--- src/rtl/palette_cmd_pkg.sv ---
// Shared constants, command-word layout and types for the palette command generator.
package palette_cmd_pkg;

    localparam int unsigned CMD_W   = 16;
    localparam int unsigned DATA_W  = 16;
    localparam int unsigned OPC_W   = 5;
    localparam int unsigned SLOT_W  = 5;
    localparam int unsigned RGB_W   = 24;
    localparam int unsigned ENTRY_W = SLOT_W + RGB_W;

    localparam int unsigned OPC_MSB  = 15;
    localparam int unsigned OPC_LSB  = 11;
    localparam int unsigned SLOT_MSB = 10;
    localparam int unsigned SLOT_LSB = 6;
    localparam int unsigned RGB_BIT  = 5;

    localparam logic [OPC_W-1:0] OP_WRITE = 5'b10011;
    localparam logic [OPC_W-1:0] OP_HOLD  = 5'b11011;
    localparam logic [OPC_W-1:0] OP_CLEAR = 5'b00000;

    localparam logic [CMD_W-1:0] HOLD_CMD  = {OP_HOLD, 11'b0};
    localparam logic [CMD_W-1:0] CLEAR_CMD = {OP_CLEAR, 11'b0};

    typedef enum logic [1:0] {IDLE, CLR, RG, BX} state_t;

    typedef struct packed {
        logic [SLOT_W-1:0] slot;
        logic [RGB_W-1:0]  rgb;
    } req_entry_t;

    // Build a command word; low five bits are always zero.
    function automatic logic [CMD_W-1:0] make_cmd(input logic [OPC_W-1:0] opc,
                                                 input logic [SLOT_W-1:0] slot,
                                                 input logic half);
        logic [CMD_W-1:0] w;
        w = '0;
        w[OPC_MSB:OPC_LSB]   = opc;
        w[SLOT_MSB:SLOT_LSB] = slot;
        w[RGB_BIT]           = half;
        return w;
    endfunction

endpackage

--- src/rtl/palette_req_fifo.sv ---
// Synchronous request FIFO with wrap-around pointers; a full FIFO refuses pushes even when popping.
module palette_req_fifo #(
    parameter int unsigned WIDTH = 29,
    parameter int unsigned DEPTH = 4
) (
    input  logic                     clk,
    input  logic                     rst,
    input  logic                     push,
    input  logic                     pop,
    input  logic [WIDTH-1:0]         din,
    output logic [WIDTH-1:0]         dout,
    output logic                     full,
    output logic                     empty,
    output logic [$clog2(DEPTH):0]   count
);

    localparam int unsigned PTR_W = $clog2(DEPTH);
    localparam int unsigned CNT_W = PTR_W + 1;

    logic [WIDTH-1:0] mem [DEPTH];
    logic [PTR_W-1:0] wr_ptr;
    logic [PTR_W-1:0] rd_ptr;
    logic             push_ok;
    logic             pop_ok;

    assign full    = (count == CNT_W'(DEPTH));
    assign empty   = (count == '0);
    assign push_ok = push && !full;
    assign pop_ok  = pop && !empty;
    assign dout    = mem[rd_ptr];

    always_ff @(posedge clk) begin
        if (rst) begin
            wr_ptr <= '0;
            rd_ptr <= '0;
            count  <= '0;
        end else begin
            if (push_ok) wr_ptr <= wr_ptr + PTR_W'(1);
            if (pop_ok)  rd_ptr <= rd_ptr + PTR_W'(1);
            count <= count + CNT_W'(push_ok) - CNT_W'(pop_ok);
        end
    end

    // Storage carries no reset; validity is tracked by count.
    always_ff @(posedge clk) begin
        if (push_ok) mem[wr_ptr] <= din;
    end

endmodule

--- src/rtl/palette_cmd_gen.sv ---
// Palette command initiator: queues RGB writes, merges clear requests, emits RG/BX write commands.
module palette_cmd_gen
    import palette_cmd_pkg::*;
#(
    parameter int unsigned FIFO_DEPTH = 4
) (
    input  logic               clk,
    input  logic               rst,
    input  logic               req_valid,
    output logic               req_ready,
    input  logic [SLOT_W-1:0]  req_slot,
    input  logic [RGB_W-1:0]   req_rgb,
    input  logic               clr_req,
    output logic [CMD_W-1:0]   cmd,
    output logic [DATA_W-1:0]  cmd_data,
    output logic               cmd_valid,
    input  logic               cmd_ready,
    output logic               busy
);

    state_t                      state, state_next;
    logic [CMD_W-1:0]            cmd_next;
    logic [DATA_W-1:0]           data_next;
    logic                        valid_next;
    logic                        clr_pending, clr_next;
    logic                        accept;
    logic                        pop;
    logic                        full, empty;
    logic [$clog2(FIFO_DEPTH):0] count;
    req_entry_t                  push_entry;
    req_entry_t                  head;

    assign push_entry = '{slot: req_slot, rgb: req_rgb};
    assign req_ready  = !full && !rst;
    assign accept     = cmd_valid && cmd_ready;
    assign busy       = (state != IDLE) || (count != '0) || clr_pending;

    palette_req_fifo #(
        .WIDTH (ENTRY_W),
        .DEPTH (FIFO_DEPTH)
    ) u_fifo (
        .clk   (clk),
        .rst   (rst),
        .push  (req_valid && req_ready),
        .pop   (pop),
        .din   (push_entry),
        .dout  (head),
        .full  (full),
        .empty (empty),
        .count (count)
    );

    // Outputs are computed for the next state so they register alongside it.
    always_comb begin
        state_next = state;
        cmd_next   = cmd;
        data_next  = cmd_data;
        valid_next = cmd_valid;
        clr_next   = clr_pending || clr_req;
        pop        = 1'b0;
        case (state)
            IDLE: begin
                if (clr_pending) begin
                    state_next = CLR;
                    cmd_next   = CLEAR_CMD;
                    data_next  = '0;
                    valid_next = 1'b1;
                end else if (!empty) begin
                    state_next = RG;
                    cmd_next   = make_cmd(OP_WRITE, head.slot, 1'b0);
                    data_next  = head.rgb[23:8];
                    valid_next = 1'b1;
                end else begin
                    cmd_next   = HOLD_CMD;
                    data_next  = '0;
                    valid_next = 1'b0;
                end
            end
            CLR: begin
                if (accept) begin
                    // A pulse landing on the accepting edge re-arms the clear.
                    clr_next   = clr_req;
                    state_next = IDLE;
                    cmd_next   = HOLD_CMD;
                    data_next  = '0;
                    valid_next = 1'b0;
                end
            end
            RG: begin
                if (accept) begin
                    state_next = BX;
                    cmd_next   = make_cmd(OP_WRITE, head.slot, 1'b1);
                    data_next  = {head.rgb[7:0], 8'h00};
                end
            end
            BX: begin
                if (accept) begin
                    pop        = 1'b1;
                    state_next = IDLE;
                    cmd_next   = HOLD_CMD;
                    data_next  = '0;
                    valid_next = 1'b0;
                end
            end
            default: begin
                state_next = IDLE;
                cmd_next   = HOLD_CMD;
                data_next  = '0;
                valid_next = 1'b0;
            end
        endcase
    end

    always_ff @(posedge clk) begin
        if (rst) begin
            state       <= IDLE;
            cmd         <= HOLD_CMD;
            cmd_data    <= '0;
            cmd_valid   <= 1'b0;
            clr_pending <= 1'b0;
        end else begin
            state       <= state_next;
            cmd         <= cmd_next;
            cmd_data    <= data_next;
            cmd_valid   <= valid_next;
            clr_pending <= clr_next;
        end
    end

endmodule

--- config.mk ---
export PLATFORM = sky130hd
export DESIGN_NAME = palette_cmd_gen
export DESIGN_NICKNAME = d
export VERILOG_FILES = /design/src/rtl/palette_cmd_pkg.sv /design/src/rtl/palette_req_fifo.sv /design/src/rtl/palette_cmd_gen.sv
export SDC_FILE = /design/constraint.sdc
export NUM_CORES = 1
export LEC_CHECK = 0
export BUFFER_PORTS_ARGS = -buffer_cell sky130_fd_sc_hd__buf_2
export CAP_MARGIN = 10
export CORE_MARGIN = 1
export CORE_UTILIZATION = 45
export CTS_CLUSTER_SIZE = 10
export DETAILED_ROUTE_END_ITERATION = 16
export PLACE_DENSITY = 0.68
export SETUP_SLACK_MARGIN = 0.5
export SYNTH_ARGS = -nofsm -noshare
export SYNTH_HDL_FRONTEND = slang
export SYNTH_HIERARCHICAL = 1
export SYNTH_SLANG_ARGS = --single-unit
export TNS_END_PERCENT = 100
--- constraint.sdc ---
create_clock -name clk -period 3 [get_ports clk]
set_clock_uncertainty 0.05 [all_clocks]
set_input_delay 0.6 -clock clk [delete_from_list [all_inputs] [get_ports clk]]
set_output_delay 0.6 -clock clk [all_outputs]
set_load 0.005 [all_outputs]
# Word-level counts from Yosys, hierarchy flattened
# Memory sizes are Yosys's and may differ from the RTL's. A register that Yosys moved wholly into a read port is not among the register bits.
# Cells that the tools add are included.
# classes
addsub	4
n_mul	0
div_mod_pow	0
magnitude_cmp	0
eq_ne	7
n_shift	0
muxes	27
n_bitwise	0
n_reduce_logical	20
# op_table
operator	count
16-bit two-way mux	7
16-bit case mux with 3 select lines	2
15-bit two-way mux	1
2-bit two-way mux	6
1-bit two-way mux	9
2-bit case mux with 3 select lines	1
1-bit logical AND	5
2-bit by 1-bit adder with 2-bit output (second input constant)	2
2-bit == test (second input constant)	2
2-bit AND reduction	2
2-bit nonzero test	2
3-bit by 1-bit adder with 3-bit output	1
3-bit == test (second input constant)	1
1-bit zero test	3
3-bit zero test	1
1-bit logical OR	3
3-bit inequality test (second input constant)	1
3-bit AND reduction	1
3-bit nonzero test	1
3-bit by 1-bit subtractor with 3-bit output	1
2-bit by 1-bit == test with 1-bit output (second input constant)	1
2-bit zero test	1
2-bit by 1-bit inequality test with 1-bit output (second input constant)	1
2-bit inequality test (second input constant)	1
other kinds (2)	2
# word_totals
regBits	43
latch_bits	0
ramBits	116
mem_bits_ro	0
input_bits	34
word_cells	67
mem_count	1
# memory_table
name	depth	word_bits	rd	rd_clocked_by_memory_dff	write_ports	line	source
u_fifo.mem	4	29	1	1	1	palette_req_fifo.sv:20	logic [WIDTH-1:0] mem [DEPTH];

# Depth between registers and ports, before layout
# depth
word_depth	7
depth_mapped	14
mapped_depth_nobuf	14

# By module
# Netlist, hierarchy kept.
# by_module_without_submodules
module	n_inst	cells_each	area_per_inst_um2	seq_area_each_um2
palette_req_fifo	1	202	4660.7	3663.5
palette_cmd_gen	1	132	1239.9	560.5

# Least setup slack after synthesis
# OpenSTA, ideal clock, no wires.
# synth_timing
path_kind	input to register
start	in rst
end	reg u_fifo.count[2]
setup_time_ps	78
arrival_ps	2619
t_required_ps	2872
setup_slack_ps	253
stages	14
path_buffers	1
path_cell_list	clkbuf_1 -> nor2_1 -> and2_1 -> inv_1 -> nor2_1 -> inv_1 -> ha_1 -> inv_1 -> ha_1 -> inv_1 -> fa_1 -> xor2_1 -> and2_1 -> nor3_1
# synth_via
elab_chain_len	6
# synth_lines
item	line	source
start: declaration	palette_cmd_gen.sv:8	input logic rst,
1-bit zero test	palette_cmd_gen.sv:34	assign req_ready = !full && !rst;
1-bit logical AND	palette_cmd_gen.sv:34	
named net req_ready	palette_cmd_gen.sv:10	output logic req_ready,
1-bit logical AND	palette_cmd_gen.sv:44	.push (req_valid && req_ready),
1-bit logical AND	palette_req_fifo.sv:28	assign push_ok = push && !full;
3-bit by 1-bit adder with 3-bit output	palette_req_fifo.sv:40	count <= count + CNT_W'(push_ok) - CNT_W'(pop_ok);
3-bit by 1-bit subtractor with 3-bit output	palette_req_fifo.sv:40	
end signal: assignment	palette_req_fifo.sv:40	
end: declaration	palette_req_fifo.sv:14	output logic [$clog2(DEPTH):0] count
# The timed path passes the listed nets, and every way through them passes these cells.
# A chain may end at the register's enable or synchronous reset.

# Worst setup path in the final report
# layout_timing
start	reg u_fifo.count[2]
end	reg u_fifo.count[2]
# layout_via
elab_chain_len	7
elab_cells_between_ends	10
# layout_lines
item	line	source
3-bit == test (*)	palette_req_fifo.sv:26	assign full = (count == CNT_W'(DEPTH));
named net full	palette_cmd_gen.sv:28	logic full, empty;
1-bit zero test (*)	palette_req_fifo.sv:28, palette_cmd_gen.sv:34	
1-bit logical AND	palette_cmd_gen.sv:34	
1-bit logical AND	palette_cmd_gen.sv:44	
1-bit logical AND (*)	palette_req_fifo.sv:28	
3-bit by 1-bit adder with 3-bit output (*)	palette_req_fifo.sv:40	
3-bit by 1-bit subtractor with 3-bit output (*)	palette_req_fifo.sv:40	
# The timed path passes the listed nets; every way through them passes the cells marked *.

==> flow_summary.ini <==
[timing]
fin_setup_tns_ps = 0
layout_setup_ws_ps = 519
fin_crit_sh_pct = 82.7
rsz0062_at_grt = no
worst_slew_pin_slew_ps = 865
final-setup-viol-count = 0
hold_violations = 0
drv_slew = 0
max_freq_ghz = 0.403
fin_crit_ps = 2480
slew_headroom_pct = 42.3

[synth]
syn_avg_cell_area_um2 = 17.7
synth_cell_types = 42
ys_seq_area_share_pct = 71.6
synth_area_leader_cell = edfxtp_1
synth_common_cells = edfxtp_1, dfxtp_1, mux4_2
synthArstFlopShare_pct = 0
synth_top_area_share_pct = 59.0
synth_edf_count = 116
yosysMostFrequentCell = edfxtp_1
synthCells = 334
ys_ff_latch = 153
dominantRegCellSynth = edfxtp_1
synth_area_leaders = edfxtp_1, dfxtp_1, mux4_2
syn_area_mm2 = 0.00590
ys_warn_count = 6

[cts]
postCtsHoldBufs = 0
cts_buffers = 17
cts_num_sinks = 153
clockRootBuffer = clkbuf_16
clk-insertion-delay-late_ps = 410
clkTransAtPathRegs_ps = 60
htreeDepth = 4
max-clock-path-buffers = 2
tritoncts = built

[finish]
nets = 455
fin_area_mm2 = 0.00709
antennaDiodeCount = 0
syn_to_final_growth_pct = 20.2
n_fill_cell = 1046
final_cells = 599
drive_above_1_share_pct = 39.3
fin_util_pct = 55.7

[global_routing]
grt_pass1_wl_um = 16600
track_usage_pct = 17.4
grt_start_max_net_pins = 39
antenna_found_initial = 0
grt_pass1_vias = 3206
gr-total-overflow = 0

[routing]
post-route-drc-count = 0
drtIter0Drc = 247
vias = 3148
routed_wirelength_um = 10800
vias_per_cell = 5.26
firstDrtPassIters = 4
routedWlPerCell_um = 18.0
postRouteAntennaNets = 0

[setup_path]
r2r-start = u_fifo/count[2]
cp_max_fo = 3
critPathKind = reg2reg
rrSetupSlack_ps = 520
startpoint_type = flop
cp-end-kind = flop
r2r_cells = 14
worstPathArrival_ps = 2740
rr_endpoint = u_fifo/count[2]
crit_required_ps = 3260

[floorplan]
die_w_um = 117
core_mm2 = 0.0127
fp-row-count = 41
die-area_mm2 = 0.0136
io_pins = 69
die_h_um = 117
start_util_pct = 46.4

[placement]
dp_hpwl_um = 6370
io_buffers = 62
pre_cts_ws_ps = 304
dp.cells = 559
place_area_mm2 = 0.00636
routabilityCongestion = 0.703

[hold_path]
whs_path_depth = 1
min_path_type = in2reg
min_from = req_rgb[23]
holdPathEnd = u_fifo/mem[0][23]

[pwr]
pwr_density_cell_mw_per_mm2 = 711
internal_power_mw = 3.89
pwr-share-seq_pct = 48.6
vdd_drop_max_uv = 469
p_leak_nw = 2.48
p_comb_share_pct = 9.0
p_sw_mw = 1.15
p_sw_share_pct = 22.8
clkPwrFrac_pct = 42.4

[job]
max-cap-violations = 0

[status]
status = completed
[power groups by stage]
stage	Clock, mW	Sequential (mW)	Combinational (mW)
2_1_floorplan	0	2.47	0.298
3_3_place_gp	0	2.48	0.427
3_5_place_dp	0	2.49	0.432
4_1_cts	2.17	2.45	0.437
5_1_grt	2.27	2.46	0.505
6_report	2.14	2.45	0.454
[worst max-delay path by stage]
stage,startpoint,end,cells after the start
CTS,u_fifo/count[0],u_fifo/count[2],14
finish,u_fifo/count[2],u_fifo/count[2],14
global placement,u_fifo/count[2],u_fifo/count[2],14
global route,u_fifo/count[2],u_fifo/count[2],14
floorplan,rst,u_fifo/count[2],14
detailed placement,u_fifo/count[2],u_fifo/count[2],14
[cells in the final DEF (no fill, tap or decap), types with 7 or more instances in the layout]
master,synthesis,final
nor2_1,27,25
nor3_1,12,11
clkbuf_16,0,17
nand2b_1,8,8
a221oi_1,7,7
buf_4,10,20
buf_2,4,62
a22oi_1,8,8
mux4_2,28,28
edfxtp_1,116,116
dfxtp_1,37,30
[routing by layer]
layer	part of all wire, %	vias up	global-route usage [%]	routed length (um)
met1	41	1595	20.6	4470
li1	-	1448	-	-
met4	1.6	0	6.50	169
met3	5.6	14	5.29	608
met2	51	91	29.8	5560
met5	0	-	0	0
[critical path, stage by stage (launching register included)]
cell	delay, ps
dfxtp_4	350
nor3b_4	160
nor2_4	80
and2_4	150
inv_4	40
nor2_4	130
inv_2	60
ha_4	230
inv_2	60
ha_4	120
inv_2	40
fa_2	390
xor2_2	190
and2_4	160
nor3_2	200
[metrics by stage]
step / hold WS [ps] / total power [mW]
4_1_cts: 340 / 5.05
6_report: 353 / 5.04
3_5_place_dp: 425 / 2.92
3_3_place_gp: 416 / 2.91
5_1_grt: 334 / 5.23
2_1_floorplan: 409 / 2.76
[what timing repair did]
item	4_1_cts	5_1_grt
gates resized for setup	3	18
pin swaps	1	7
endpoints found under the setup margin	1	1
setup buffers	1	7
[flip-flops by register name (all words and copies together), names as in the netlist, named ones only]
| signal | count |
|---|---|
| u_fifo/count | 3 |
| clr_pending | 1 |
| cmd_valid | 1 |
| cmd | 8 |
| state | 2 |
| u_fifo/rd_ptr | 2 |
| cmd_data | 16 |
| u_fifo/mem | 116 |
| u_fifo/wr_ptr | 2 |
[area by class of cell]
type / count / area (um^2) / area share, %
Multi-Input combinational cell: 152 / 1540 / 21.8
Clock inverter: 14 / 173 / 2.44
Clock buffer: 18 / 429 / 6.05
Sequential cell: 153 / 4240 / 59.8
Timing Repair Buffer: 82 / 460 / 6.49
Inverter: 8 / 32.5 / 0.459
Tap cell: 172 / 215 / 3.04
[cells by family after synthesis]
| family | synth area share [%] |
|---|---|
| AOI/OAI and AO/OA | 4.88 |
| xor gates and xnor gates | 0.297 |
| adders and majority gates | 1.61 |
| buffers and inverters | 3.82 |
| DFF | 71.6 |
| muxes | 11.3 |
| other | 0.0636 |
| and+or+nand+nor | 6.45 |
No activity file was read; power rests on OpenSTA's default activity.
